**config.mk**
```make
export PLATFORM = sky130hd
export DESIGN_NAME = lut_neuron_pipe
export DESIGN_NICKNAME = d
export VERILOG_FILES = /design/src/rtl/lut_neuron_pkg.sv /design/src/rtl/lut_neuron_table.sv /design/src/rtl/lut_neuron_pipe.sv
export SDC_FILE = /design/constraint.sdc
export NUM_CORES = 1
export LEC_CHECK = 0
export ABC_CLOCK_PERIOD_IN_PS = 1650
export CAP_MARGIN = 10
export CORE_UTILIZATION = 48
export DETAILED_ROUTE_END_ITERATION = 8
export PLACE_DENSITY = 0.73
export SETUP_SLACK_MARGIN = 0.15
export SLEW_MARGIN = 20
export SYNTH_ARGS = -nofsm -noshare
export SYNTH_HDL_FRONTEND = slang
export SYNTH_HIERARCHICAL = 1
export SYNTH_SLANG_ARGS = --single-unit
export TNS_END_PERCENT = 5
```
**constraint.sdc**
```tcl
create_clock -name clk -period 1.65 [get_ports clk]
set_input_delay 0.165 -clock clk [delete_from_list [all_inputs] [get_ports clk]]
set_output_delay 0.165 -clock clk [all_outputs]
set_load 0.005 [all_outputs]
```
**src/rtl/lut_neuron_pkg.sv**
```systemverilog
// Shared definitions for the pipelined LUT neuron: controller states, table
// geometry and reset-table entry extraction.
package lut_neuron_pkg;

  typedef enum logic [1:0] {
    RUN   = 2'd0,
    DRAIN = 2'd1,
    LOAD  = 2'd2
  } state_e;

  // Widest flattened INIT vector and widest table entry the helpers support.
  localparam int MAX_TABLE_BITS = 4096;
  localparam int MAX_OUT_BITS   = 32;

  // Number of table entries addressed by an IN_BITS-wide lookup address.
  function automatic int depth(input int in_bits);
    return 1 << in_bits;
  endfunction

  // Entry k of a flattened table; the caller truncates to its OUT_BITS width.
  function automatic logic [MAX_OUT_BITS-1:0] init_entry(
    input logic [MAX_TABLE_BITS-1:0] init,
    input int                        k,
    input int                        out_bits
  );
    return MAX_OUT_BITS'(init >> (k * out_bits));
  endfunction

endpackage

```
**src/rtl/lut_neuron_table.sv**
```systemverilog
// Register-based truth table: resets to INIT, one synchronous write port and
// one combinational read port.
module lut_neuron_table
  import lut_neuron_pkg::*;
#(
  parameter int                                 IN_BITS  = 6,
  parameter int                                 OUT_BITS = 1,
  parameter logic [(1<<IN_BITS)*OUT_BITS-1:0]   INIT     = '0
) (
  input  logic                clk,
  input  logic                rst,
  input  logic                we,
  input  logic [IN_BITS-1:0]  waddr,
  input  logic [OUT_BITS-1:0] wdata,
  input  logic [IN_BITS-1:0]  raddr,
  output logic [OUT_BITS-1:0] rdata
);

  localparam int DEPTH = depth(IN_BITS);
  localparam logic [MAX_TABLE_BITS-1:0] INIT_EXT = MAX_TABLE_BITS'(INIT);

  logic [OUT_BITS-1:0] mem_q [DEPTH];

  // Table storage: reset restores INIT so a partial reload is discarded.
  always_ff @(posedge clk or posedge rst) begin
    if (rst) begin
      for (int k = 0; k < DEPTH; k++) begin
        mem_q[k] <= OUT_BITS'(init_entry(INIT_EXT, k, OUT_BITS));
      end
    end else if (we) begin
      mem_q[waddr] <= wdata;
    end
  end

  assign rdata = mem_q[raddr];

endmodule

```
**src/rtl/lut_neuron_pipe.sv**
```systemverilog
// Pipelined LUT neuron: registered table lookup behind a valid/ready
// handshake, with a serial reload path that first drains the output
// register and then rewrites the whole table in address order.
module lut_neuron_pipe
  import lut_neuron_pkg::*;
#(
  parameter int                                 IN_BITS  = 6,
  parameter int                                 OUT_BITS = 1,
  parameter logic [(1<<IN_BITS)*OUT_BITS-1:0]   INIT     = '0
) (
  input  logic                clk,
  input  logic                rst,
  input  logic                in_valid,
  output logic                in_ready,
  input  logic [IN_BITS-1:0]  in_data,
  output logic                out_valid,
  input  logic                out_ready,
  output logic [OUT_BITS-1:0] out_data,
  input  logic                cfg_start,
  input  logic                cfg_valid,
  input  logic [OUT_BITS-1:0] cfg_data,
  output logic                cfg_busy
);

  localparam int DEPTH = depth(IN_BITS);
  localparam logic [IN_BITS:0] CNT_LAST = (IN_BITS+1)'(DEPTH - 1);
  localparam logic [IN_BITS:0] CNT_ONE  = {{IN_BITS{1'b0}}, 1'b1};

  state_e              state_q, state_d;
  logic [IN_BITS:0]    cnt_q, cnt_d;
  logic                out_valid_q, out_valid_d;
  logic [OUT_BITS-1:0] out_data_q, out_data_d;
  logic                cfg_busy_q, cfg_busy_d;
  logic                tbl_we;
  logic [OUT_BITS-1:0] tbl_rdata;
  logic                accept;

  lut_neuron_table #(
    .IN_BITS (IN_BITS),
    .OUT_BITS(OUT_BITS),
    .INIT    (INIT)
  ) u_table (
    .clk  (clk),
    .rst  (rst),
    .we   (tbl_we),
    .waddr(cnt_q[IN_BITS-1:0]),
    .wdata(cfg_data),
    .raddr(in_data),
    .rdata(tbl_rdata)
  );

  // Lookups are only taken in RUN, and only when the output slot frees up.
  assign in_ready = (state_q == RUN) && (!out_valid_q || out_ready);
  assign accept   = in_valid && in_ready;

  // Next-state logic for the output register, reload counter and controller.
  always_comb begin
    state_d     = state_q;
    cnt_d       = cnt_q;
    out_valid_d = out_valid_q;
    out_data_d  = out_data_q;
    cfg_busy_d  = cfg_busy_q;
    tbl_we      = 1'b0;

    // Output pipeline register: load on accept, empty when consumed.
    if (accept) begin
      out_valid_d = 1'b1;
      out_data_d  = tbl_rdata;
    end else if (out_ready) begin
      out_valid_d = 1'b0;
    end

    unique case (state_q)
      RUN: begin
        // A lookup accepted alongside cfg_start still lands in the output
        // register; if it (or an older word) is still pending, drain first.
        if (cfg_start) begin
          state_d    = out_valid_d ? DRAIN : LOAD;
          cfg_busy_d = 1'b1;
        end
      end
      DRAIN: begin
        if (!out_valid_d) begin
          state_d = LOAD;
        end
      end
      LOAD: begin
        if (cfg_valid) begin
          tbl_we = 1'b1;
          if (cnt_q == CNT_LAST) begin
            cnt_d      = '0;
            state_d    = RUN;
            cfg_busy_d = 1'b0;
          end else begin
            cnt_d = cnt_q + CNT_ONE;
          end
        end
      end
      default: begin
        state_d    = RUN;
        cnt_d      = '0;
        cfg_busy_d = 1'b0;
      end
    endcase
  end

  // Controller, counter and registered outputs.
  always_ff @(posedge clk or posedge rst) begin
    if (rst) begin
      state_q     <= RUN;
      cnt_q       <= '0;
      out_valid_q <= 1'b0;
      out_data_q  <= '0;
      cfg_busy_q  <= 1'b0;
    end else begin
      state_q     <= state_d;
      cnt_q       <= cnt_d;
      out_valid_q <= out_valid_d;
      out_data_q  <= out_data_d;
      cfg_busy_q  <= cfg_busy_d;
    end
  end

  assign out_valid = out_valid_q;
  assign out_data  = out_data_q;
  assign cfg_busy  = cfg_busy_q;

endmodule

```
======== Word-level counts from Yosys, hierarchy flattened ========
Index checks and enable logic that the tools add are counted.
word-level totals
  output and inout port bits .............. 4
  word-level logic and storage cells ...... 117
  flip-flop bits (word level) ............. 76
  input port bits ......................... 13
cells by class
  reduce and logical (&&, ||, !) cells .... 10
  mux-type cells .......................... 23
  add/sub/neg operators ................... 1
  bitwise operators ....................... 4
  equality and inequality tests ........... 7
  order comparisons ....................... 3
operator list
  kind                                                                  count
  64-bit bitwise mux                                                    1
  7-bit >= comparator, second input constant                            2
  7-bit two-way mux                                                     2
  6-bit inverter with 7-bit output                                      2
  7-bit case mux with 2 select lines                                    1
  1-bit two-way mux                                                     10
  2-bit two-way mux                                                     5
  2-bit != test, second input constant                                  4
  4-bit AND reduction                                                   2
  7-bit by 1-bit adder with 7-bit output, second input constant         1
  7-bit by 6-bit == test with 1-bit output, second input constant       1
  7-bit by 1-bit < comparator with 1-bit output, second input constant  1
  1-bit binary-select mux with 6-bit select                             1
  1-bit demux with 6-bit select                                         1
  2-bit case mux with 3 select lines                                    1
  1-bit logical AND                                                     3
  1-bit case mux with 3 select lines                                    1
  2-bit by 1-bit == test with 1-bit output, second input constant       1
  2-bit == test, second input constant                                  1
  2-bit zero test                                                       1
  1-bit inverter                                                        2
  2-bit AND reduction                                                   1
  2-bit OR reduction                                                    1
  1-bit zero test                                                       1
  1-bit logical OR                                                      1

======== Logic depth before layout (Yosys ltp) ========
Gate-level depths: netlist of run 1.
  depth in word-level cells ............... 8
  mapped depth ............................ 8
  depth with buffers taken out ............ 6

======== Cells and area by module ========
Netlist of run 1, hierarchy kept.
modules (own cells, without submodules)
  module            area each (um2)  times used  cells an instance  sequential area each (um2)
  lut_neuron_table  3,447.1          1           277                1,601.5
  lut_neuron_pipe   630.6            1           67                 300.3

======== Worst setup path before layout of run 1 ========
Ideal clock, no wire load.
  path type ............................... input port to flip-flop
  from .................................... input in_data[0]
  to ...................................... register out_data_q (netlist: out_data)
  slack ................................... -39 ps
  stages on the path ...................... 8
  library setup time ...................... 125 ps
  arrival time ............................ 1,565 ps
  buffers on the path ..................... 2
  data required time ...................... 1,525 ps
  path through ............................ buf_6 > buf_12 > mux4_1 > mux2i_1 > mux2i_1 > mux2i_1 > a21oi_1 > mux2_2
on the way
  longest elaborated chain between the ends .. 4
ends and longest elaborated chain
  element                                                 RTL line                RTL
  from (decl)                                             lut_neuron_pipe.sv:15   input logic [IN_BITS-1:0] in_data,
  6-bit inverter with 7-bit output (not written as such)  lut_neuron_table.sv:35  assign rdata = mem_q[raddr];
  1-bit binary-select mux with 6-bit select               lut_neuron_table.sv:35
  1-bit two-way mux (not written as such) (2 in a row)    lut_neuron_table.sv:35
  named net tbl_rdata                                     lut_neuron_pipe.sv:35   logic [OUT_BITS-1:0] tbl_rdata;
  to (signal assigned)                                    lut_neuron_pipe.sv:119  out_data_q <= out_data_d;
  to (decl)                                               lut_neuron_pipe.sv:32   logic [OUT_BITS-1:0] out_data_q, out_data_d;
The timed path passes the listed nets, and every way through them passes these cells. The select of a mux whose other input is x is not followed.
A chain may end at the register's enable or synchronous reset.

======== Worst setup path after layout of run 1 ========
  from .................................... register u_table/mem_q[34] (netlist bit)
  to ...................................... register out_data_q (netlist: out_data)
on the way
  longest elaborated chain between the ends .. 3
ends and longest elaborated chain
  element                                               RTL line                RTL
  from (decl)                                           lut_neuron_table.sv:22  logic [OUT_BITS-1:0] mem_q [DEPTH];
  from (signal, indexed assignment)                     lut_neuron_table.sv:28  mem_q[k] <= OUT_BITS'(init_entry(INIT_EXT, k, OUT_BITS));
  from (signal, indexed assignment)                     lut_neuron_table.sv:31  mem_q[waddr] <= wdata;
  1-bit binary-select mux with 6-bit select             lut_neuron_table.sv:35
  1-bit two-way mux (not written as such) (2 in a row)  lut_neuron_table.sv:35
  named net tbl_rdata                                   lut_neuron_pipe.sv:35
The timed path passes the listed nets, and every way through them passes these cells. The select of a mux whose other input is x is not followed.

==> results of run 1 <==
## registers in the layout, indices dropped and copies added (netlist names)
| register | cells |
|---|---|
| u_table/mem_q | 64 |
| cnt_q | 7 |
| state_q | 2 |
| cfg_busy | 1 |
| out_data | 1 |
| out_valid | 1 |
## layout make-up
| class | count | share of cell area |
|---|---|---|
| Clock buffer | 11 | 0.0293 |
| Clock inverter | 5 | 0.0206 |
| Inverter | 7 | 0.00582 |
| Multi-Input combinational cell | 242 | 0.424 |
| Sequential cell | 76 | 0.369 |
| Tap cell | 105 | 0.0255 |
| Timing Repair Buffer | 64 | 0.125 |
## layer usage
| metal | wire length, µm | track usage | vias to the layer above |
|---|---|---|---|
| li1 | - | - | 1362 |
| met1 | 4230 | 0.321 | 1510 |
| met2 | 4950 | 0.391 | 60 |
| met3 | 396 | 0.0445 | 19 |
| met4 | 227 | 0.0897 | 0 |
| met5 | 0 | 0 | - |
## stage by stage
step	power, mW	worst slack [ns]	instances
2_1_floorplan	3.62	-0.0392	344
3_3_place_gp	4.41	-0.676	488
3_5_place_dp	4.47	-0.698	488
4_1_cts	6.32	-0.144	507
5_1_grt	6.83	-0.234	510
6_report	6.50	-0.162	510
## report_power, final
group	switching, mW	total, mW	internal [mW]
clock	0.690	1.78	1.09
sequential	0.367	2.59	2.22
combinational	0.998	2.12	1.13
total	2.05	6.50	4.44
## what timing repair did
action,in CTS,in global routing
resized for setup,33,38
gates cloned,1,1
hold buffers,0,0
buffers inserted,2,2
pin swaps,6,11
setup endpoints to repair,71,73
## cells in the mapped netlist, types with 6 or more instances
cell / instances
clkbuf_1: 10
dfrtp_1: 76
inv_1: 6
mux2_2: 65
mux2i_1: 10
mux4_1: 8
mux4_2: 8
nand2_1: 40
nor2_1: 37
o21ai_0: 7
## kinds of logic after synthesis
kind of cell	share of synthesized area
adders and majority gates	0.00307
and+or+nand+nor	0.153
buffers and inverters	0.0359
muxes	0.300
AOI/OAI and AO/OA	0.0420
DFF	0.466
## worst paths after layout
| check | start | endpoint | slack [ns] |
|---|---|---|---|
| max in group asynchronous | rst | u_table/mem_q[15] | 0.94 |
| worst max-delay path | u_table/mem_q[34] | out_data | -0.16 |
| worst max register to register | u_table/mem_q[34] | out_data | -0.16 |
| min in group clk | in_valid | state_q[0] | 0.48 |
| worst min-delay path | rst | state_q[1] | 0.23 |
| worst min register to register | u_table/mem_q[19] | u_table/mem_q[19] | 0.50 |
==> flow_summary.json, run 1 <==
{
  "synth_edf_count": 0,
  "syn_to_final_growth_pct": 26.6,
  "critPathRequiredTime_ns": 1.88,
  "hold_violations": 0,
  "fin_area_um2": 5160,
  "ys_top_cells_by_area": "dfrtp_1 47%, mux2_2 18%, mux4_1 5.2%",
  "insertion_delay_ns": 0.34,
  "synth_area_um2": 4080,
  "seqCellArea_um2": 1910,
  "drt-total-wl_um": 9800,
  "critPathTopFamily": "multiplexers",
  "postSynthCellCount": 344,
  "slew_violations": 0,
  "critPathMaxFanout": 2,
  "end_kind": "flip-flop",
  "ys_warn_count": 6,
  "slowest_delay_ns": 0.50,
  "slew_headroom": 0.609,
  "initialDrtViolationCount": 194,
  "cts_sinks": 76,
  "skew_ns": 0.00571,
  "core_area_um2": 8220,
  "routed_via_density": 5.79,
  "async_flop_share": 1.00,
  "fin_util": 0.628,
  "final_layout_size_suffix_gt1_frac": 0.467,
  "worst_slack_ns": -0.162,
  "die_w_um": 94.2,
  "critPathLaunchType": "flip-flop",
  "htree_levels": 3,
  "dpl_cell_area_um2": 4650,
  "antenna_found_initial": 0,
  "clkTransAtPathRegs_ns": 0.08,
  "violations": "setup timing",
  "critical_path_class": "reg2reg",
  "cts_tree": "done",
  "drt-wirelength-per-cell_um": 19.2,
  "ir_worst_vdd_mv": 0.946,
  "layout.nets": 414,
  "hold_ws_ns": 0.230,
  "synthesis.nets": 358,
  "portBuffers": 16,
  "finalSetupViolCount": 21,
  "track_usage": 0.241,
  "die_area_um2": 8870,
  "ys_seq_elements": 76,
  "ant_nets": 0,
  "path_cells": "mux4_1, mux2i_1, mux2i_1, a211oi_1, a21oi_1, mux2_4",
  "rr_worst_depth": 6,
  "cap_viol_max_count": 0,
  "overflow": 0,
  "final_common_cell": "dfrtp_1",
  "cts_buffer_depth": 2,
  "grt_pass1_wl_um": 15800,
  "initial_core_util": 0.496,
  "ys_seq_area_frac": 0.466,
  "cts-root-buf": "clkbuf_8",
  "worstPathBufferInverterCount": 0,
  "worstPathArrival_ns": 2.05,
  "worst_pin_slew_ns": 0.586,
  "cts_buffers": 9,
  "yosysTopAreaCellShare": 0.466,
  "std_cell_rows": 33,
  "p_leak_nw": 2.34,
  "cp_common_cell": "mux2i_1",
  "min-delay-path-class": "in2async",
  "via_count": 2951,
  "yosys.area.top_type": "dfrtp_1",
  "multi_input_area_um2": 2190,
  "n_fill_cell": 623,
  "power_density_nw_per_um2": 1260,
  "synthFlopType": "dfrtp_1",
  "cpMaxStageDelayCell": "mux4_1",
  "rsz0062_at_grt": "yes",
  "layout_common_cells": "73 x dfrtp_1, 56 x mux2_2, 38 x nand2_1, 33 x buf_4, 23 x nor2_1",
  "ys_types": 48,
  "finalSetupTns_ns": -0.545,
  "cp.depth": 6,
  "firstDrtPassIters": 4,
  "fmax_mhz": 552,
  "drc": 0,
  "chipHeight_um": 94.2,
  "dp_hpwl_um": 6320,
  "fin_crit_ns": 1.81,
  "timing.final.crit_share": 1.10,
  "grt_pass1_vias": 2982,
  "grt_start_max_net_pins": 65,
  "syn_area_per_cell_um2": 11.9,
  "boundaryPins": 17,
  "gp_congestion": 0.940,
  "status": "finished, violations left",
  "diodes": 0
}
Power figures use the tool's default switching activity.
==> inputs of run 2 (changes only) <==
Settings changed: CELL_PAD_IN_SITES_DETAIL_PLACEMENT from default to 0, CELL_PAD_IN_SITES_GLOBAL_PLACEMENT from default to 1, CORE_UTILIZATION 48 to 45, PLACE_DENSITY 0.73 to 0.81.
==> flow_summary.json, run 2 (same netlist as run 1, synthesis figures left out) <==
{
  "status": "finished, violations left",
  "violations": "setup timing",
  "final_layout_size_suffix_gt1_frac": 0.477,
  "cts_buffers": 9,
  "fmax_mhz": 554,
  "syn_to_final_growth_pct": 29.9,
  "critical_path_class": "reg2reg",
  "p_total_mw": 6.80,
  "overflow": 0,
  "critical_path.reg2reg.endpoint": "out_data",
  "multi_input_area_um2": 2230,
  "reg2reg_slack_ns": -0.16,
  "p_leak_nw": 2.37,
  "clkTransAtPathRegs_ns": 0.08,
  "critPathLaunchType": "flip-flop",
  "rsz0062_at_grt": "yes",
  "final_common_cell": "dfrtp_1",
  "routed_via_density": 5.74,
  "largest_reg_flops": 64,
  "fin_util": 0.604,
  "timing.final.crit_share": 1.09,
  "track_usage": 0.224,
  "slew_violations": 0,
  "std_cell_rows": 34,
  "intPower_mw": 4.69,
  "hold_violations": 0,
  "layout_common_cells": "72 x dfrtp_1, 52 x mux2_2, 42 x buf_4, 36 x nand2_1, 23 x nor2_1",
  "cts_buffer_depth": 2,
  "r2r_start": "u_table/mem_q[30]",
  "critPathMaxFanout": 2,
  "holdBufCountCts": 0,
  "fin_crit_ns": 1.81,
  "cap_viol_max_count": 0,
  "htree_levels": 3,
  "crit_path_start": "u_table/mem_q[30]",
  "wl_met3_um": 357,
  "top_layer": "met4",
  "layout.nets": 423,
  "drt-wirelength-per-cell_um": 18.8,
  "pwr-share-comb": 0.333,
  "grt_start_max_net_pins": 65,
  "slew_headroom": 0.657,
  "end_kind": "flip-flop",
  "portBuffers": 16,
  "critPathRequiredTime_ns": 1.89,
  "cts_sinks": 76,
  "via_count": 2991,
  "cts_tree": "done",
  "chipHeight_um": 97.2,
  "gp_congestion": 0.903,
  "ir_worst_vdd_mv": 0.681,
  "die_w_um": 97.2,
  "wl_met1_um": 4490,
  "seqPwrFrac": 0.384,
  "die_area_um2": 9450,
  "worstPathArrival_ns": 2.04,
  "finalSetupViolCount": 14,
  "drc": 0,
  "wl_met2_um": 4830,
  "grt_pass1_wl_um": 16400,
  "clkPwrFrac": 0.284,
  "hold_ws_ns": 0.198,
  "top_regs": "u_table/mem_q: 64 flops, cnt_q: 7 flops, state_q: 2 flops",
  "insertion_delay_ns": 0.36,
  "seqCellArea_um2": 1910,
  "firstDrtPassIters": 4,
  "top_register": "u_table/mem_q",
  "ant_nets": 0,
  "swShare": 0.311,
  "rr_worst_depth": 6,
  "n_fill_cell": 700,
  "core_area_um2": 8760,
  "initial_core_util": 0.465,
  "skew_ns": 0.0124,
  "cts-root-buf": "clkbuf_8",
  "worst_pin_slew_ns": 0.513,
  "min-delay-path-class": "in2async",
  "grt_pass1_vias": 3112,
  "initialDrtViolationCount": 111,
  "power_density_nw_per_um2": 1280,
  "net-switching-power_mw": 2.11,
  "dp_hpwl_um": 6590,
  "diodes": 0,
  "drt-total-wl_um": 9790,
  "worst_slack_ns": -0.157,
  "boundaryPins": 17,
  "antenna_found_initial": 0
}
-- run 2: area by class of cell --
cell class	count	area share
Clock inverter	4	0.0227
Tap cell	108	0.0255
Timing Repair Buffer	73	0.135
Clock buffer	11	0.0286
Inverter	7	0.00614
Multi-Input combinational cell	242	0.422
Sequential cell	76	0.360
-- run 2: metal layers --
layer,GRT usage,vias to the layer above
met2,0.366,60
met1,0.304,1537
met3,0.0496,11
met4,0.0563,0
li1,-,1383
met5,0,-
-- run 2: how the worst max path moves through the flow --
stage | end | slack [ns] | depth (start not counted)
after detailed placement | out_data | -0.73 | 8
after global placement | out_data | -0.68 | 8
after floorplan | out_data | -0.04 | 8
after global routing | out_data | -0.23 | 6
after CTS | out_data | -0.17 | 6
final | out_data | -0.16 | 6
-- run 2: critical path, stage by stage (launching register included) --
cell	delay, ns
dfrtp_1	0.40
mux4_1	0.50
mux2i_1	0.14
mux2i_1	0.10
mux2i_1	0.18
a21oi_1	0.11
mux2_2	0.27
-- run 2: power groups by stage --
| stage | registers, mW | clock network [mW] | logic [mW] |
|---|---|---|---|
| after detailed placement | 2.59 | 0 | 1.95 |
| final | 2.61 | 1.93 | 2.26 |
| after global routing | 2.65 | 2.04 | 2.46 |
| after floorplan | 2.46 | 0 | 1.16 |
| after CTS | 2.59 | 1.97 | 2.17 |
| after global placement | 2.57 | 0 | 1.91 |
-- run 2: what timing repair did --
action,in CTS,in global routing
cloned,2,0
setup endpoints to repair,71,73
pin swaps,17,8
resized for setup,74,12
setup buffers,4,1
-- run 2: through the flow --
step / std cells / instance area (µm²) / setup WS [ns] / setup TNS, ns
2_1_floorplan: 344 / 4080 / -0.0392 / -0.0392
3_3_place_gp: 499 / 4710 / -0.679 / -13.65
3_5_place_dp: 499 / 4710 / -0.733 / -14.56
4_1_cts: 520 / 5240 / -0.167 / -0.192
5_1_grt: 521 / 5300 / -0.228 / -2.16
6_report: 521 / 5300 / -0.157 / -0.287
==> inputs of run 3 (changes only) <==
Settings changed: ABC_CLOCK_PERIOD_IN_PS 1650 to 2200, CORE_UTILIZATION 45 to 48, PLACE_DENSITY 0.81 to 0.78.
Clock period 1.65 ns to 2.2 ns, I/O delays scaled along.
==> flow_summary.json, run 3 (same netlist as run 1, synthesis figures left out) <==
{
  "status": "complete, no violations",
  "worstPathArrival_ns": 2.19,
  "end_kind": "flip-flop",
  "grt_start_max_net_pins": 65,
  "largest_reg_flops": 64,
  "slew_violations": 0,
  "p_leak_nw": 2.16,
  "cts-root-buf": "clkbuf_8",
  "boundaryPins": 17,
  "clkTransAtPathRegs_ns": 0.08,
  "firstDrtPassIters": 4,
  "dp_hpwl_um": 5950,
  "n_fill_cell": 683,
  "drc": 0,
  "top_register": "u_table/mem_q",
  "ir_worst_vdd_mv": 0.598,
  "cts_sinks": 76,
  "layout.nets": 390,
  "skew_ns": 0.0106,
  "initialDrtViolationCount": 171,
  "finalSetupViolCount": 0,
  "diodes": 0,
  "gp_congestion": 0.784,
  "dpl_cell_area_um2": 4460,
  "seqCellArea_um2": 1900,
  "timing.final.crit_share": 0.891,
  "worst_slack_ns": 0.240,
  "core_area_um2": 8220,
  "die_area_um2": 8870,
  "hold_ws_ns": 0.204,
  "cts_buffers": 9,
  "ant_nets": 0,
  "final_layout_size_suffix_gt1_frac": 0.332,
  "critPathRequiredTime_ns": 2.43,
  "fin_crit_ns": 1.96,
  "hold_violations": 0,
  "place_ws_ns": -0.216,
  "insertion_delay_ns": 0.35,
  "cap_viol_max_count": 0,
  "initial_core_util": 0.496,
  "min-delay-path-class": "in2async",
  "drt-total-wl_um": 9080,
  "critical_path_class": "in2reg",
  "die_w_um": 94.2,
  "power_density_nw_per_um2": 926,
  "via_count": 2777,
  "worst_pin_slew_ns": 0.684,
  "antenna_found_initial": 0,
  "multi_input_area_um2": 2030,
  "final_common_cell": "dfrtp_1",
  "htree_levels": 3,
  "grt_pass1_wl_um": 14500,
  "critPathMaxFanout": 5,
  "portBuffers": 16,
  "overflow": 0,
  "top_regs": "u_table/mem_q: 64 flops, cnt_q: 7 flops, state_q: 2 flops",
  "routed_via_density": 5.73,
  "track_usage": 0.221,
  "fmax_mhz": 510,
  "cts_buffer_depth": 2,
  "rsz0062_at_grt": "yes",
  "grt_pass1_vias": 2767,
  "chipHeight_um": 94.2,
  "syn_to_final_growth_pct": 15.9,
  "slew_headroom": 0.544,
  "fin_area_um2": 4730,
  "std_cell_rows": 33,
  "drt-wirelength-per-cell_um": 18.7,
  "critPathLaunchType": "primary input",
  "layout_common_cells": "76 x dfrtp_1, 65 x mux2_2, 40 x nand2_1, 37 x nor2_1, 21 x buf_4",
  "cts_tree": "done"
}
[run 3: worst max-delay path, cell delays in order]
cell and delay [ns]:
clkdlybuf4s50_1 0.51, buf_12 0.13, mux4_2 0.49, nor3b_1 0.23
nor4_1 0.09, a211oi_2 0.21, a21oi_1 0.06, mux2_2 0.26
[run 3: area by class of cell]
class,instances,area share
tap,105,0.0278
sequential,76,0.402
inverter,7,0.00635
clock buffer,11,0.0320
clock inverter,4,0.0154
timing repair buffer,41,0.0858
multi-input combinational,241,0.430
[run 3: routing by layer]
| metal | part of all wire | routed length, µm | up-vias | global-route usage |
|---|---|---|---|---|
| met4 | 0.015 | 137 | 0 | 0.0744 |
| met5 | 0 | 0 | - | 0 |
| met2 | 0.47 | 4270 | 60 | 0.349 |
| li1 | - | - | 1314 | - |
| met3 | 0.034 | 309 | 13 | 0.0299 |
| met1 | 0.48 | 4360 | 1390 | 0.310 |
[run 3: where the power goes]
part           leakage [nW]  switching (mW)  internal [mW]
combinational          1.02           0.559          0.614
clock                 0.111           0.510          0.693
sequential             1.03           0.339           1.66
total                  2.16            1.41           2.97
[run 3: through the flow]
step	std cells	util	setup TNS (ns)	total power [mW]
2_1_floorplan	344	-	0	2.72
3_3_place_gp	468	0.543	-0.204	3.15
4_1_cts	483	0.570	0	4.40
5_1_grt	485	0.575	0	4.62
3_5_place_dp	468	0.543	-0.216	3.18
6_report	485	0.575	0	4.38
[run 3: worst paths after layout]
| kind | startpoint | endpoint | slack [ns] | cells after the start |
|---|---|---|---|---|
| setup / recovery | in_data[1] | out_data | 0.24 | 8 |
| hold / removal | rst | u_table/mem_q[34] | 0.20 | 2 |
| setup reg to reg | cnt_q[5] | u_table/mem_q[27] | 0.35 | 3 |
| hold reg to reg | cnt_q[6] | cnt_q[6] | 0.48 | 1 |
| max in group asynchronous | rst | u_table/mem_q[61] | 1.41 | 3 |
| min in group clk | cnt_q[6] | cnt_q[6] | 0.48 | 1 |
[run 3: what timing repair did]
action                                  CTS  global route
buffers inserted                          0             1
endpoints found under the setup margin    0             2
resized for setup                         0             3
hold buffers                              0             0
